==> src/rtl/bank_cmd_scheduler.sv <==
// In-order DRAM bank command scheduler: turns one request at a time into
// PRECHARGE/ACTIVATE/READ/WRITE commands using an open-row table and latency counters.
module bank_cmd_scheduler #(
    parameter int unsigned ACTIVATION_LATENCY = 8,
    parameter int unsigned PRECHARGE_LATENCY  = 5,
    parameter int unsigned BURST_GAP          = 8,
    parameter int unsigned BANK_GROUPS        = 2,
    parameter int unsigned BANKS_PER_GROUP    = 4,
    parameter int unsigned ROW_BITS           = 8,
    parameter int unsigned COL_BITS           = 4,
    localparam int unsigned BG_W = (BANK_GROUPS > 1) ? $clog2(BANK_GROUPS) : 1,
    localparam int unsigned BA_W = (BANKS_PER_GROUP > 1) ? $clog2(BANKS_PER_GROUP) : 1
) (
    input  logic                 clk_in,
    input  logic                 rst_in,
    input  logic                 req_valid_in,
    output logic                 req_ready_out,
    input  logic                 req_write_in,
    input  logic [BG_W-1:0]      req_bg_in,
    input  logic [BA_W-1:0]      req_ba_in,
    input  logic [ROW_BITS-1:0]  req_row_in,
    input  logic [COL_BITS-1:0]  req_col_in,
    input  logic [7:0][63:0]     req_data_in,
    output logic                 cmd_valid_out,
    output logic [2:0]           cmd_out,
    output logic [BG_W-1:0]      bg_out,
    output logic [BA_W-1:0]      ba_out,
    output logic [ROW_BITS-1:0]  row_out,
    output logic [COL_BITS-1:0]  col_out,
    output logic [7:0][63:0]     val_out
);

    localparam int unsigned NUM_BANKS = BANK_GROUPS * BANKS_PER_GROUP;
    localparam int unsigned IDX_W     = (NUM_BANKS > 1) ? $clog2(NUM_BANKS) : 1;
    localparam int unsigned MAX_LAT_A = (ACTIVATION_LATENCY > PRECHARGE_LATENCY) ?
                                        ACTIVATION_LATENCY : PRECHARGE_LATENCY;
    localparam int unsigned MAX_LAT   = (MAX_LAT_A > BURST_GAP) ? MAX_LAT_A : BURST_GAP;
    localparam int unsigned CNT_W     = (MAX_LAT > 0) ? $clog2(MAX_LAT + 1) : 1;
    // Wait states cover latency-1 cycles after the issue cycle; latency <= 1 skips them.
    localparam int unsigned PRE_LD    = (PRECHARGE_LATENCY >= 2) ? PRECHARGE_LATENCY - 2 : 0;
    localparam int unsigned ACT_LD    = (ACTIVATION_LATENCY >= 2) ? ACTIVATION_LATENCY - 2 : 0;
    localparam int unsigned GAP_LD    = (BURST_GAP >= 1) ? BURST_GAP - 1 : 0;
    localparam bit          PRE_SKIP  = (PRECHARGE_LATENCY <= 1);
    localparam bit          ACT_SKIP  = (ACTIVATION_LATENCY <= 1);

    localparam logic [2:0] CMD_READ  = 3'd0;
    localparam logic [2:0] CMD_WRITE = 3'd1;
    localparam logic [2:0] CMD_ACT   = 3'd2;
    localparam logic [2:0] CMD_PRE   = 3'd3;

    typedef enum logic [2:0] {
        S_IDLE, S_DECIDE, S_PRE, S_PRE_WAIT, S_ACT, S_ACT_WAIT, S_COL
    } state_t;

    state_t               state, state_nx;
    logic [CNT_W-1:0]     wait_cnt, wait_nx;
    logic [CNT_W-1:0]     gap_cnt, gap_nx;

    logic                 lat_write;
    logic [BG_W-1:0]      lat_bg;
    logic [BA_W-1:0]      lat_ba;
    logic [ROW_BITS-1:0]  lat_row;
    logic [COL_BITS-1:0]  lat_col;
    logic [7:0][63:0]     lat_data;

    logic [NUM_BANKS-1:0] open_q;
    logic [ROW_BITS-1:0]  row_q [NUM_BANKS];

    logic                 accept_c;
    logic [IDX_W-1:0]     idx_c;
    logic                 hit_c;

    logic                 cmd_valid_d;
    logic [2:0]           cmd_d;
    logic [BG_W-1:0]      bg_d;
    logic [BA_W-1:0]      ba_d;
    logic [ROW_BITS-1:0]  row_d;
    logic [COL_BITS-1:0]  col_d;
    logic [7:0][63:0]     val_d;
    logic                 ready_d;

    assign accept_c = req_valid_in && req_ready_out;
    assign idx_c    = IDX_W'(lat_bg) * IDX_W'(BANKS_PER_GROUP) + IDX_W'(lat_ba);
    assign hit_c    = open_q[idx_c] && (row_q[idx_c] == lat_row);

    // State and counter registers
    always_ff @(posedge clk_in) begin
        if (rst_in) begin
            state    <= S_IDLE;
            wait_cnt <= '0;
            gap_cnt  <= '0;
        end else begin
            state    <= state_nx;
            wait_cnt <= wait_nx;
            gap_cnt  <= gap_nx;
        end
    end

    // Next state, wait counter and column gap counter
    always_comb begin
        state_nx = state;
        wait_nx  = wait_cnt;
        gap_nx   = (gap_cnt == '0) ? '0 : gap_cnt - CNT_W'(1);
        unique case (state)
            S_IDLE:     if (accept_c) state_nx = S_DECIDE;
            S_DECIDE: begin
                if (hit_c)              state_nx = S_COL;
                else if (open_q[idx_c]) state_nx = S_PRE;
                else                    state_nx = S_ACT;
            end
            S_PRE: begin
                if (PRE_SKIP) state_nx = S_ACT;
                else begin
                    state_nx = S_PRE_WAIT;
                    wait_nx  = CNT_W'(PRE_LD);
                end
            end
            S_PRE_WAIT: begin
                if (wait_cnt == '0) state_nx = S_ACT;
                else                wait_nx  = wait_cnt - CNT_W'(1);
            end
            S_ACT: begin
                if (ACT_SKIP) state_nx = S_COL;
                else begin
                    state_nx = S_ACT_WAIT;
                    wait_nx  = CNT_W'(ACT_LD);
                end
            end
            S_ACT_WAIT: begin
                if (wait_cnt == '0) state_nx = S_COL;
                else                wait_nx  = wait_cnt - CNT_W'(1);
            end
            S_COL: begin
                if (gap_cnt == '0) begin
                    state_nx = S_IDLE;
                    gap_nx   = CNT_W'(GAP_LD);
                end
            end
            default:    state_nx = S_IDLE;
        endcase
    end

    // Output decode one cycle ahead so the command lands in the cycle its state is entered
    always_comb begin
        cmd_valid_d = 1'b0;
        cmd_d       = CMD_READ;
        bg_d        = '0;
        ba_d        = '0;
        row_d       = '0;
        col_d       = '0;
        val_d       = '0;
        ready_d     = (state_nx == S_IDLE);
        unique case (state_nx)
            S_PRE: begin
                cmd_valid_d = 1'b1;
                cmd_d       = CMD_PRE;
            end
            S_ACT: begin
                cmd_valid_d = 1'b1;
                cmd_d       = CMD_ACT;
            end
            S_COL: begin
                if (gap_nx == '0) begin
                    cmd_valid_d = 1'b1;
                    cmd_d       = lat_write ? CMD_WRITE : CMD_READ;
                    col_d       = lat_col;
                    val_d       = lat_write ? lat_data : '0;
                end
            end
            default: ;
        endcase
        if (cmd_valid_d) begin
            bg_d  = lat_bg;
            ba_d  = lat_ba;
            row_d = lat_row;
        end
    end

    // Registered outputs
    always_ff @(posedge clk_in) begin
        if (rst_in) begin
            cmd_valid_out <= 1'b0;
            cmd_out       <= '0;
            bg_out        <= '0;
            ba_out        <= '0;
            row_out       <= '0;
            col_out       <= '0;
            val_out       <= '0;
            req_ready_out <= 1'b0;
        end else begin
            cmd_valid_out <= cmd_valid_d;
            cmd_out       <= cmd_d;
            bg_out        <= bg_d;
            ba_out        <= ba_d;
            row_out       <= row_d;
            col_out       <= col_d;
            val_out       <= val_d;
            req_ready_out <= ready_d;
        end
    end

    // Open-row table
    always_ff @(posedge clk_in) begin
        if (rst_in) begin
            open_q <= '0;
            for (int i = 0; i < int'(NUM_BANKS); i++) row_q[i] <= '0;
        end else if (state == S_PRE) begin
            open_q[idx_c] <= 1'b0;
        end else if (state == S_ACT) begin
            open_q[idx_c] <= 1'b1;
            row_q[idx_c]  <= lat_row;
        end
    end

    // Request capture
    always_ff @(posedge clk_in) begin
        if (accept_c) begin
            lat_write <= req_write_in;
            lat_bg    <= req_bg_in;
            lat_ba    <= req_ba_in;
            lat_row   <= req_row_in;
            lat_col   <= req_col_in;
            lat_data  <= req_data_in;
        end
    end

endmodule

==> config.mk <==
export PLATFORM = sky130hd
export DESIGN_NAME = bank_cmd_scheduler
export DESIGN_NICKNAME = d
export VERILOG_FILES = /design/src/rtl/bank_cmd_scheduler.sv
export SDC_FILE = /design/constraint.sdc
export NUM_CORES = 1
export LEC_CHECK = 0
export CORE_AREA = 4 4 410 412
export DETAILED_ROUTE_END_ITERATION = 10
export DIE_AREA = 0 0 414 416
export SLEW_MARGIN = 20
export SYNTH_ARGS = -nofsm -noshare
export SYNTH_HDL_FRONTEND = slang
export SYNTH_SLANG_ARGS = --single-unit
==> constraint.sdc <==
create_clock -name clk_in -period 23.7 [get_ports clk_in]
set_input_delay 4.74 -clock clk_in [delete_from_list [all_inputs] [get_ports clk_in]]
set_output_delay 4.74 -clock clk_in [all_outputs]
set_load 0.1 [all_outputs]
==> results.txt, run 1 <==
----------------------------------------------------
[Worst setup path]
  Kind of launch point of the worst setup path ... input pin
  Kind of end point of the critical path ... register
  Worst path arrival time ... 8.43 ns
  Reg2reg start ... lat_bg
  Number of cells on the worst reg-to-reg path ... 10
  Critical path data required time ... 24.07 ns
  Flop-to-flop setup slack ... 18.92 ns
  Critical Path Fanout Max ... 77
  Reg-to-reg endpoint ... val_out[47]
  Worst Path Class, Setup ... in -> reg

[Floorplanning]
  Die height ... 416 µm
  I/O pins ... 1063
  Number of cell rows ... 149
  Floorplan Core Area ... 164000 µm²
  Width of the die ... 414 µm
  Die Outline Area ... 172000 µm²
  Effective utilization at floorplan ... 21.0%

[CTS]
  Source-to-sink clock delay at the later pin of the worst-skew pair ... 0.76 ns
  Hold Buf Count CTS ... 0
  Clk buf depth ... 3
  Resized cells post-CTS ... 0
  TritonCTS clock tree ... done
  CTS Buf Count ... 120
  Cell at the root of the clock tree ... sky130_fd_sc_hd__clkbuf_16
  CTS sink count ... 1142
  Clock transition at the registers of the reported paths ... 0.06 ns
  Setup repair bufs after CTS ... 0
  H-tree depth ... 3

[Place]
  Final weighted congestion in routability-driven placement ... 0.896
  Number of port buffers ... 1061
  Post-Place Setup Slack ... 14.80 ns
  HPWL after detailed placement ... 97.2 mm

[Synth]
  Top cell type's share of synthesized area ... 51.6%
  Count of flip-flops with a built-in enable after synthesis ... 592
  Combinational family with the most area after synthesis ... simple AND/OR/NAND/NOR gates
  Mean instance size in the synthesized netlist ... 16.9 µm²
  Area share of and/or/nand/nor cells after synthesis ... 12.4%
  Share of synthesized area occupied by flip-flops and latches ... 83.6%
  Fraction of the mapped netlist area in adder cells ... 0.109%
  Xor and xnor fraction of the mapped netlist area ... 0.127%
  Number of storage elements in the synthesis netlist ... 1142
  Most instantiated flip-flop cell in the synthesis netlist ... sky130_fd_sc_hd__edfxtp_1
  Post-synth design cell area ... 34400 µm²
  Syn. warnings ... 0
  Top cells by area, synth ... sky130_fd_sc_hd__edfxtp_1, sky130_fd_sc_hd__dfxtp_1, sky130_fd_sc_hd__and2_1
  Post-synth ARST share ... 0%
  Net count of the mapped netlist ... 2574
  Fraction of synthesized area in multiplexers ... 1.29%
  Biggest area consumer among synthesized cells ... sky130_fd_sc_hd__edfxtp_1
  Distinct cell type count after synthesis ... 53
  Compound-cell area share of the yosys netlist ... 1.14%
  Count of mapped cells out of synthesis ... 2040

[Hold path]
  Worst hold path class ... reg -> reg
  Terminating pin of the worst hold path ... val_out[350]
  HP Start ... lat_data[350]
  Hold Path Cell Cnt ... 1

[Layout]
  Most used cells in the layout excluding fill and tap cells ... sky130_fd_sc_hd__clkdlybuf4s50_1, sky130_fd_sc_hd__edfxtp_1, sky130_fd_sc_hd__and2_1, sky130_fd_sc_hd__dfxtp_1, sky130_fd_sc_hd__clkbuf_16
  Final design utilization ... 31.3%
  Area added between synthesis and finish ... 49.6%
  Fin nets ... 3688
  Most common cell after layout, fill and taps aside ... sky130_fd_sc_hd__clkdlybuf4s50_1
  Fillcell total ... 16300
  Share of cells above drive strength 1 ... 9.32%

[Timing]
  # setup viols final ... 0
  Worst Clk Skew ... 0.0325 ns
  Setup repair after global routing missed its margin ... false
  Actual transition at the worst max-transition pin ... 1.19 ns
  Fmax ... 124 MHz
  Smallest setup slack after layout ... 15.64 ns
  Shortest clock period the worst path allows after layout ... 8.06 ns
  Post-route clock period utilization ... 34.0%
  Hold violation count in the final report ... 0
  Max Transition Viols Final ... 0
  Slew Limit Headroom ... 20.3%
  Post-route setup TNS ... 0 ns
  Hold Slack ... 0.419 ns

[Global route]
  Overall fraction of global-route tracks in use ... 13.9%
  Initial antenna violation count ... 55
  GRT Max-Usage Layer ... met2
  Largest net degree at the start of global routing ... 152
  Met1 GRT Util ... 16.3%
  Global-route congestion overflow total ... 0
  Vias in the first global route ... 20400
  Met3 capacity usage during global routing ... 4.42%
  Global-route wire length before repair ... 168 mm
  Met2 usage ... 24.1%

[Detailed routing]
  First-iteration detailed-routing DRC count ... 1441
  Via Count ... 20100
  Initial DRT Pass Iterations ... 5
  Average detailed-routed wire length per instance ... 22.8 µm
  Total wire length after detailed routing ... 125 mm
  Mean number of vias per cell ... 3.68
  Number of routed nets with antenna violations ... 0
  Number of design rule violations left after detail routing ... 0

[Power]
  Worst voltage drop across the vdd grid ... 0.0701 mV
  Static Leakage ... 18.4 nW
  Power density of the placed cells ... 88.4 nW/µm²

[Outcome]
  Run status ... complete, no violations

[Job]
  Max Cap Violations ... 0

----------------------------------------------------
-- final cells by class --
type	instances	area, µm²	share of cell area [%]
tap	2189	2740	5.32
clock buffer	170	3450	6.70
timing repair buffer	1078	10600	20.6
sequential	1142	28800	55.9
clock inverter	60	677	1.31
multi-input combinational	804	5190	10.1
antenna	18	45.0	0.0874
inverter	8	30.0	0.0583
-- Yosys cell counts, types with 3 or more instances --
cell type and count:
sky130_fd_sc_hd__ha_1 3, sky130_fd_sc_hd__nor3_1 13, sky130_fd_sc_hd__buf_1 3, sky130_fd_sc_hd__clkbuf_2 47, sky130_fd_sc_hd__dfxtp_1 550, sky130_fd_sc_hd__clkbuf_1 22
sky130_fd_sc_hd__nor3b_1 4, sky130_fd_sc_hd__mux4_2 8, sky130_fd_sc_hd__a32oi_1 3, sky130_fd_sc_hd__a21oi_1 22, sky130_fd_sc_hd__nor2b_1 8, sky130_fd_sc_hd__o21ai_0 9
sky130_fd_sc_hd__nor4_1 5, sky130_fd_sc_hd__buf_6 6, sky130_fd_sc_hd__a31oi_1 3, sky130_fd_sc_hd__o31ai_1 5, sky130_fd_sc_hd__inv_1 7, sky130_fd_sc_hd__or3_1 6
sky130_fd_sc_hd__nand2b_1 8, sky130_fd_sc_hd__edfxtp_1 592, sky130_fd_sc_hd__nand2_1 22, sky130_fd_sc_hd__or2_2 9, sky130_fd_sc_hd__mux2_2 4, sky130_fd_sc_hd__xor2_1 5
sky130_fd_sc_hd__buf_2 7, sky130_fd_sc_hd__mux2i_1 22, sky130_fd_sc_hd__a22oi_1 3, sky130_fd_sc_hd__nand3_1 9, sky130_fd_sc_hd__nor2_1 32, sky130_fd_sc_hd__and2_1 574
-- report_power, final --
group	switching (mW)	internal [mW]	total (mW)
Combinational	0.207	0.125	0.332
Sequential	0.0483	2.25	2.29
Clock	0.809	1.12	1.93
Total	1.07	3.49	4.56
-- sequential cells by signal, indices dropped and copies added (netlist names), 3 cells and up, named ones only --
signal,count
col_out,4
gap_cnt,4
lat_col,4
lat_data,512
lat_row,8
row_out,8
row_q,64
state,3
val_out,512
wait_cnt,4
-- per-stage QoR --
step / area, µm² / cells / power (mW)
6_report: 51500 / 5469 / 4.56
5_1_grt: 51500 / 5451 / 4.74
4_1_cts: 51500 / 5451 / 4.63
3_5_place_dp: 47300 / 5221 / 2.67
3_3_place_gp: 47400 / 5221 / 2.67
2_1_floorplan: 34400 / 2040 / 2.57
-- critical path, cell delays in order --
cell	delay, ns
sky130_fd_sc_hd__clkdlybuf4s50_1	0.46
sky130_fd_sc_hd__and2_4	0.54
sky130_fd_sc_hd__buf_4	0.70
sky130_fd_sc_hd__buf_4	0.86
sky130_fd_sc_hd__buf_4	0.93
-- per-layer routing --
metal	part of all wire, %	vias to the layer above
met5	0.16	-
met4	3.0	32
met3	7.6	183
met2	50	715
met1	39	9958
li1	-	9257
-- kinds of logic (layout without fill, tap and decap cells) --
| kind of cell | count (synthesis) | in the layout |
|---|---|---|
| flip-flops | 1142 | 1142 |
| AND/OR/NAND/NOR | 701 | 701 |
| buffers and inverters | 94 | 1316 |
| AO/OA/AOI/OAI | 60 | 60 |
| multiplexers | 34 | 34 |
| XOR/XNOR | 5 | 5 |
| adder cells (fa/ha/maj) | 3 | 3 |
| other | 1 | 19 |
-- worst max path at each step --
stage / start / end / slack (ns) / cells after the start
2_1_floorplan: req_valid_in / val_out[10] / 3.64 / 7
3_3_place_gp: req_valid_in / lat_data[340] / 14.79 / 5
3_5_place_dp: req_valid_in / lat_data[259] / 14.80 / 5
4_1_cts: req_valid_in / lat_data[37] / 15.66 / 5
5_1_grt: req_valid_in / lat_data[7] / 15.44 / 5
6_report: req_valid_in / lat_data[316] / 15.64 / 5
No activity file was read; power rests on OpenSTA's default activity.
==> run 2: changes to the inputs <==
clock period = 8.45 ns   (was 23.7 ns; I/O delays follow)
==> results.txt, run 2 (synthesis gave the netlist of run 1 again) <==
----------------------------------------------------
[Outcome]
  Run status ... complete, no violations

[Layout]
  Area added between synthesis and finish ... 50.5%
  Share of cells above drive strength 1 ... 9.68%
  Non-filler instance count after layout ... 5472
  Fin nets ... 3689
  Top flop regs ... lat_data x512, val_out x512, row_q x64
  Footprint of the multi-input gates ... 5200 µm²
  Final design utilization ... 31.5%
  Most used cells in the layout excluding fill and tap cells ... sky130_fd_sc_hd__clkdlybuf4s50_1, sky130_fd_sc_hd__edfxtp_1, sky130_fd_sc_hd__and2_1, sky130_fd_sc_hd__dfxtp_1, sky130_fd_sc_hd__clkbuf_16
  Fillcell total ... 16200
  Register area ... 28800 µm²
  Most common cell after layout, fill and taps aside ... sky130_fd_sc_hd__clkdlybuf4s50_1

[Global route]
  Initial antenna violation count ... 65
  Global-route congestion overflow total ... 0
  Vias in the first global route ... 20500
  Largest net degree at the start of global routing ... 209
  Overall fraction of global-route tracks in use ... 14.0%
  Global-route wire length before repair ... 169 mm

[Timing]
  Actual transition at the worst max-transition pin ... 1.20 ns
  Fmax ... 236 MHz
  Max Transition Viols Final ... 0
  Hold Slack ... 0.401 ns
  Worst Clk Skew ... 0.0598 ns
  Setup repair after global routing missed its margin ... false
  Slew Limit Headroom ... 19.7%
  Post-route setup TNS ... 0 ns
  Hold violation count in the final report ... 0
  Shortest clock period the worst path allows after layout ... 4.25 ns
  Post-route clock period utilization ... 50.2%
  # setup viols final ... 0

[Place]
  Final weighted congestion in routability-driven placement ... 0.896
  Number of port buffers ... 1061
  HPWL after detailed placement ... 97.3 mm
  Instance count after placement with tap cells included ... 5221

[CTS]
  Setup repair bufs after CTS ... 0
  H-tree depth ... 3
  CTS Buf Count ... 121
  Clk buf depth ... 3
  TritonCTS clock tree ... done
  Resized cells post-CTS ... 0
  Source-to-sink clock delay at the later pin of the worst-skew pair ... 0.76 ns
  Cell at the root of the clock tree ... sky130_fd_sc_hd__clkbuf_16
  Hold Buf Count CTS ... 0
  Clock transition at the registers of the reported paths ... 0.06 ns
  CTS sink count ... 1142

[Detailed routing]
  Number of design rule violations left after detail routing ... 0
  First-iteration detailed-routing DRC count ... 1380
  Initial DRT Pass Iterations ... 5
  Total wire length after detailed routing ... 125 mm
  Number of routed nets with antenna violations ... 0
  Mean number of vias per cell ... 3.68
  Average detailed-routed wire length per instance ... 22.9 µm
  Via Count ... 20100

[Worst setup path]
  Kind of end point of the critical path ... output pin
  Critical path data required time ... 6.76 ns
  Critical path's largest stage delay ... 1.23 ns
  Worst Path Class, Setup ... reg -> out
  Buffering stage count on the worst path with inverters included ... 1
  Critical Path Fanout Max ... 1
  Slowest stage cell on the critical path ... sky130_fd_sc_hd__clkdlybuf4s50_1
  Family with the most delay on the worst path ... buffers and inverters
  Worst path arrival time ... 2.56 ns
  Cell Chain, Critical Path ... clkdlybuf4s50_1
  Kind of launch point of the worst setup path ... register

[Floorplanning]
  Die Outline Area ... 172000 µm²
  Floorplan Core Area ... 164000 µm²
  I/O pins ... 1063
  Width of the die ... 414 µm
  Effective utilization at floorplan ... 21.0%
  Number of cell rows ... 149
  Die height ... 416 µm

[Power]
  Worst voltage drop across the vdd grid ... 0.170 mV
  Static Leakage ... 18.6 nW
  Power density of the placed cells ... 253 nW/µm²

[Hold path]
  Worst hold path class ... reg -> reg

[Job]
  Max Cap Violations ... 0

----------------------------------------------------
[run 2: cell types whose count changed in the layout (fill, tap and decap cells not counted), moves of 3 or more]
cell	before	now
sky130_fd_sc_hd__clkbuf_16	121	130
sky130_fd_sc_hd__bufinv_16	9	15
sky130_fd_sc_hd__clkbuf_8	24	18
sky130_fd_sc_hd__buf_4	79	74
sky130_fd_sc_hd__clkbuf_1	25	20
sky130_fd_sc_hd__buf_12	1	5
sky130_fd_sc_hd__buf_2	2	5
sky130_fd_sc_hd__clkinv_1	11	8
sky130_fd_sc_hd__clkinv_4	1	4
[run 2: final timing paths]
| kind | slack, ns | end | cells after the start | startpoint |
|---|---|---|---|---|
| setup reg to reg | 4.60 | val_out[225] | 8 | lat_bg |
| hold reg to reg | 0.40 | val_out[413] | 1 | lat_data[413] |
| hold / removal | 0.40 | val_out[413] | 1 | lat_data[413] |
| setup / recovery | 4.20 | val_out[361] | 1 | val_out[361] |
[run 2: layout make-up]
type	instances	area share (%)
flip-flops and latches	1142	55.5
repair buffers	1078	20.5
multi-input cells	804	10.0
clock buffers	168	6.90
well taps	2189	5.28
clock inverters	64	1.58
diodes	19	0.0917
inverters	8	0.0579
[run 2: power breakdown]
part | internal (mW) | switching [mW] | leakage, nW
combinational | 0.354 | 0.591 | 6.43
sequential | 6.30 | 0.132 | 9.97
clock | 3.43 | 2.30 | 2.16
total | 10.1 | 3.02 | 18.6
[run 2: per-stage QoR]
| stage | total power [mW] | setup slack [ns] | instance area [µm²] |
|---|---|---|---|
| finish | 13.1 | 4.20 | 51800 |
| global route | 13.6 | 4.16 | 51800 |
| CTS | 13.3 | 4.12 | 51800 |
| detailed placement | 7.51 | 3.65 | 47400 |
| global placement | 7.49 | 3.68 | 47400 |
| floorplan | 7.02 | 1.38 | 34500 |
[run 2: layer usage]
layer | GRT usage [%] | wire (µm)
met3 | 5.06 | 10500
met2 | 24.3 | 63500
met4 | 4.19 | 2900
met1 | 16.1 | 48000
met5 | 0 | 241
==> run 3: changes to the inputs <==
clock period = 3.55 ns   (was 8.45 ns; I/O delays follow)
==> results.txt, run 3 (synthesis gave the netlist of run 1 again) <==
----------------------------------------------------
[CTS]
  Setup repair bufs after CTS ... 0
  Clk buf depth ... 3
  Resized cells post-CTS ... 0
  H-tree depth ... 3
  CTS sink count ... 1142
  Source-to-sink clock delay at the later pin of the worst-skew pair ... 0.77 ns
  Cell at the root of the clock tree ... sky130_fd_sc_hd__clkbuf_16
  TritonCTS clock tree ... done
  CTS Buf Count ... 119
  Clock transition at the registers of the reported paths ... 0.06 ns
  Hold Buf Count CTS ... 0

[Worst setup path]
  Cell Chain, Critical Path ... buf_4, or2_2, o22ai_1, o31a_1, o2111ai_1, nand4bb_4, a21oi_4, buf_12, buf_12, and2_1
  Kind of end point of the critical path ... register
  Buffering stage count on the worst path with inverters included ... 3
  Critical path data required time ... 4.23 ns
  Worst Path Class, Setup ... reg -> reg
  Critical Path Fanout Max ... 61
  Kind of launch point of the worst setup path ... register
  Family with the most delay on the worst path ... compound AO/OA/AOI/OAI gates
  Most Frequent Cell on Critical Path ... sky130_fd_sc_hd__buf_12
  Worst path arrival time ... 3.86 ns
  Slowest stage cell on the critical path ... sky130_fd_sc_hd__edfxtp_1
  Critical path's largest stage delay ... 0.67 ns

[Timing]
  # setup viols final ... 0
  Post-route clock period utilization ... 89.5%
  Max Transition Viols Final ... 0
  Hold violation count in the final report ... 0
  Smallest setup slack after layout ... 0.372 ns
  Actual transition at the worst max-transition pin ... 1.07 ns
  Hold Slack ... 0.406 ns
  Worst Clk Skew ... 0.0698 ns
  Fmax ... 315 MHz
  Shortest clock period the worst path allows after layout ... 3.18 ns
  Slew Limit Headroom ... 28.7%
  Setup repair after global routing missed its margin ... false

[Layout]
  Top flop regs ... lat_data x512, val_out x512, row_q x64
  Non-filler instance count after layout ... 5485
  Fin nets ... 3709
  Most used cells in the layout excluding fill and tap cells ... sky130_fd_sc_hd__clkdlybuf4s50_1, sky130_fd_sc_hd__edfxtp_1, sky130_fd_sc_hd__and2_1, sky130_fd_sc_hd__dfxtp_1, sky130_fd_sc_hd__buf_4
  Final design utilization ... 31.2%
  Share of cells above drive strength 1 ... 14.2%
  Most common cell after layout, fill and taps aside ... sky130_fd_sc_hd__clkdlybuf4s50_1
  Total non-filler cell area in the finished layout ... 51300 µm²
  Area added between synthesis and finish ... 48.9%

[Power]
  Worst voltage drop across the vdd grid ... 0.430 mV
  Static Leakage ... 18.8 nW
  Power density of the placed cells ... 585 nW/µm²

[Job]
  Max Cap Violations ... 0

[Place]
  Total placed instance area ... 47300 µm²
  Final weighted congestion in routability-driven placement ... 0.922
  Number of port buffers ... 1061
  Post-Place Setup Slack ... 0.323 ns
  HPWL after detailed placement ... 95.1 mm
  Instance count after placement with tap cells included ... 5243

[Floorplanning]
  Width of the die ... 414 µm
  Floorplan Core Area ... 164000 µm²
  Die Outline Area ... 172000 µm²
  Number of cell rows ... 149
  I/O pins ... 1063
  Effective utilization at floorplan ... 21.0%
  Die height ... 416 µm

[Detailed routing]
  First-iteration detailed-routing DRC count ... 1536
  Mean number of vias per cell ... 3.68
  Average detailed-routed wire length per instance ... 22.3 µm
  Via Count ... 20200
  Number of routed nets with antenna violations ... 0
  Number of design rule violations left after detail routing ... 0
  Initial DRT Pass Iterations ... 5
  Total wire length after detailed routing ... 122 mm

[Hold path]
  Worst hold path class ... reg -> reg

[Global route]
  Overall fraction of global-route tracks in use ... 13.6%
  Global-route congestion overflow total ... 0
  Initial antenna violation count ... 50
  Largest net degree at the start of global routing ... 129
  Vias in the first global route ... 20300
  Global-route wire length before repair ... 165 mm

[Outcome]
  Run status ... complete, no violations

----------------------------------------------------
-- run 3: cell types whose count changed in the layout (fill, tap and decap cells not counted), sizes merged --
cell           previous run  this run
clkbuf                  168       169
diode                    19        14
clkinvlp                  5         4
clkdlybuf4s50           994       843
inv                      15        13
bufinv                   15         5
buf                      84       257
clkinv                   37        45
-- run 3: final timing paths --
kind,startpoint,to,slack [ns],depth (start not counted)
min reg2reg,lat_data[351],val_out[351],0.41,1
max reg2reg,lat_bg,val_out[268],0.37,10
max,lat_bg,val_out[268],0.37,10
min,lat_data[351],val_out[351],0.41,1
-- run 3: cell type report --
cell class | count | area, µm²
Clock inverter | 59 | 586
Multi-Input combinational cell | 804 | 5190
Sequential cell | 1142 | 28800
Antenna cell | 14 | 35.0
Fill cell | 16400 | 113000
Tap cell | 2189 | 2740
Timing Repair Buffer | 1100 | 10600
Inverter | 8 | 30.0
Clock buffer | 169 | 3370
-- run 3: power by group --
part / internal, mW / switching [mW] / total [mW] / leakage (nW)
clock: 7.02 / 5.38 / 12.4 / 1.92
sequential: 15.0 / 0.368 / 15.4 / 9.97
combinational: 0.863 / 1.36 / 2.23 / 6.89
-- run 3: metal layers --
layer,up-vias,track usage (%),share of wire [%]
met5,-,0,0.15
met4,26,4.30,2.9
met3,206,4.80,8.0
met2,739,22.9,49
met1,9948,16.2,39
li1,9275,-,-
-- run 3: through the flow --
stage	TNS, ns	power [mW]
final	0	30.0
after floorplan	-1973.81	16.7
after global routing	0	31.2
after detailed placement	0	17.9
after global placement	0	17.9
after CTS	0	30.5
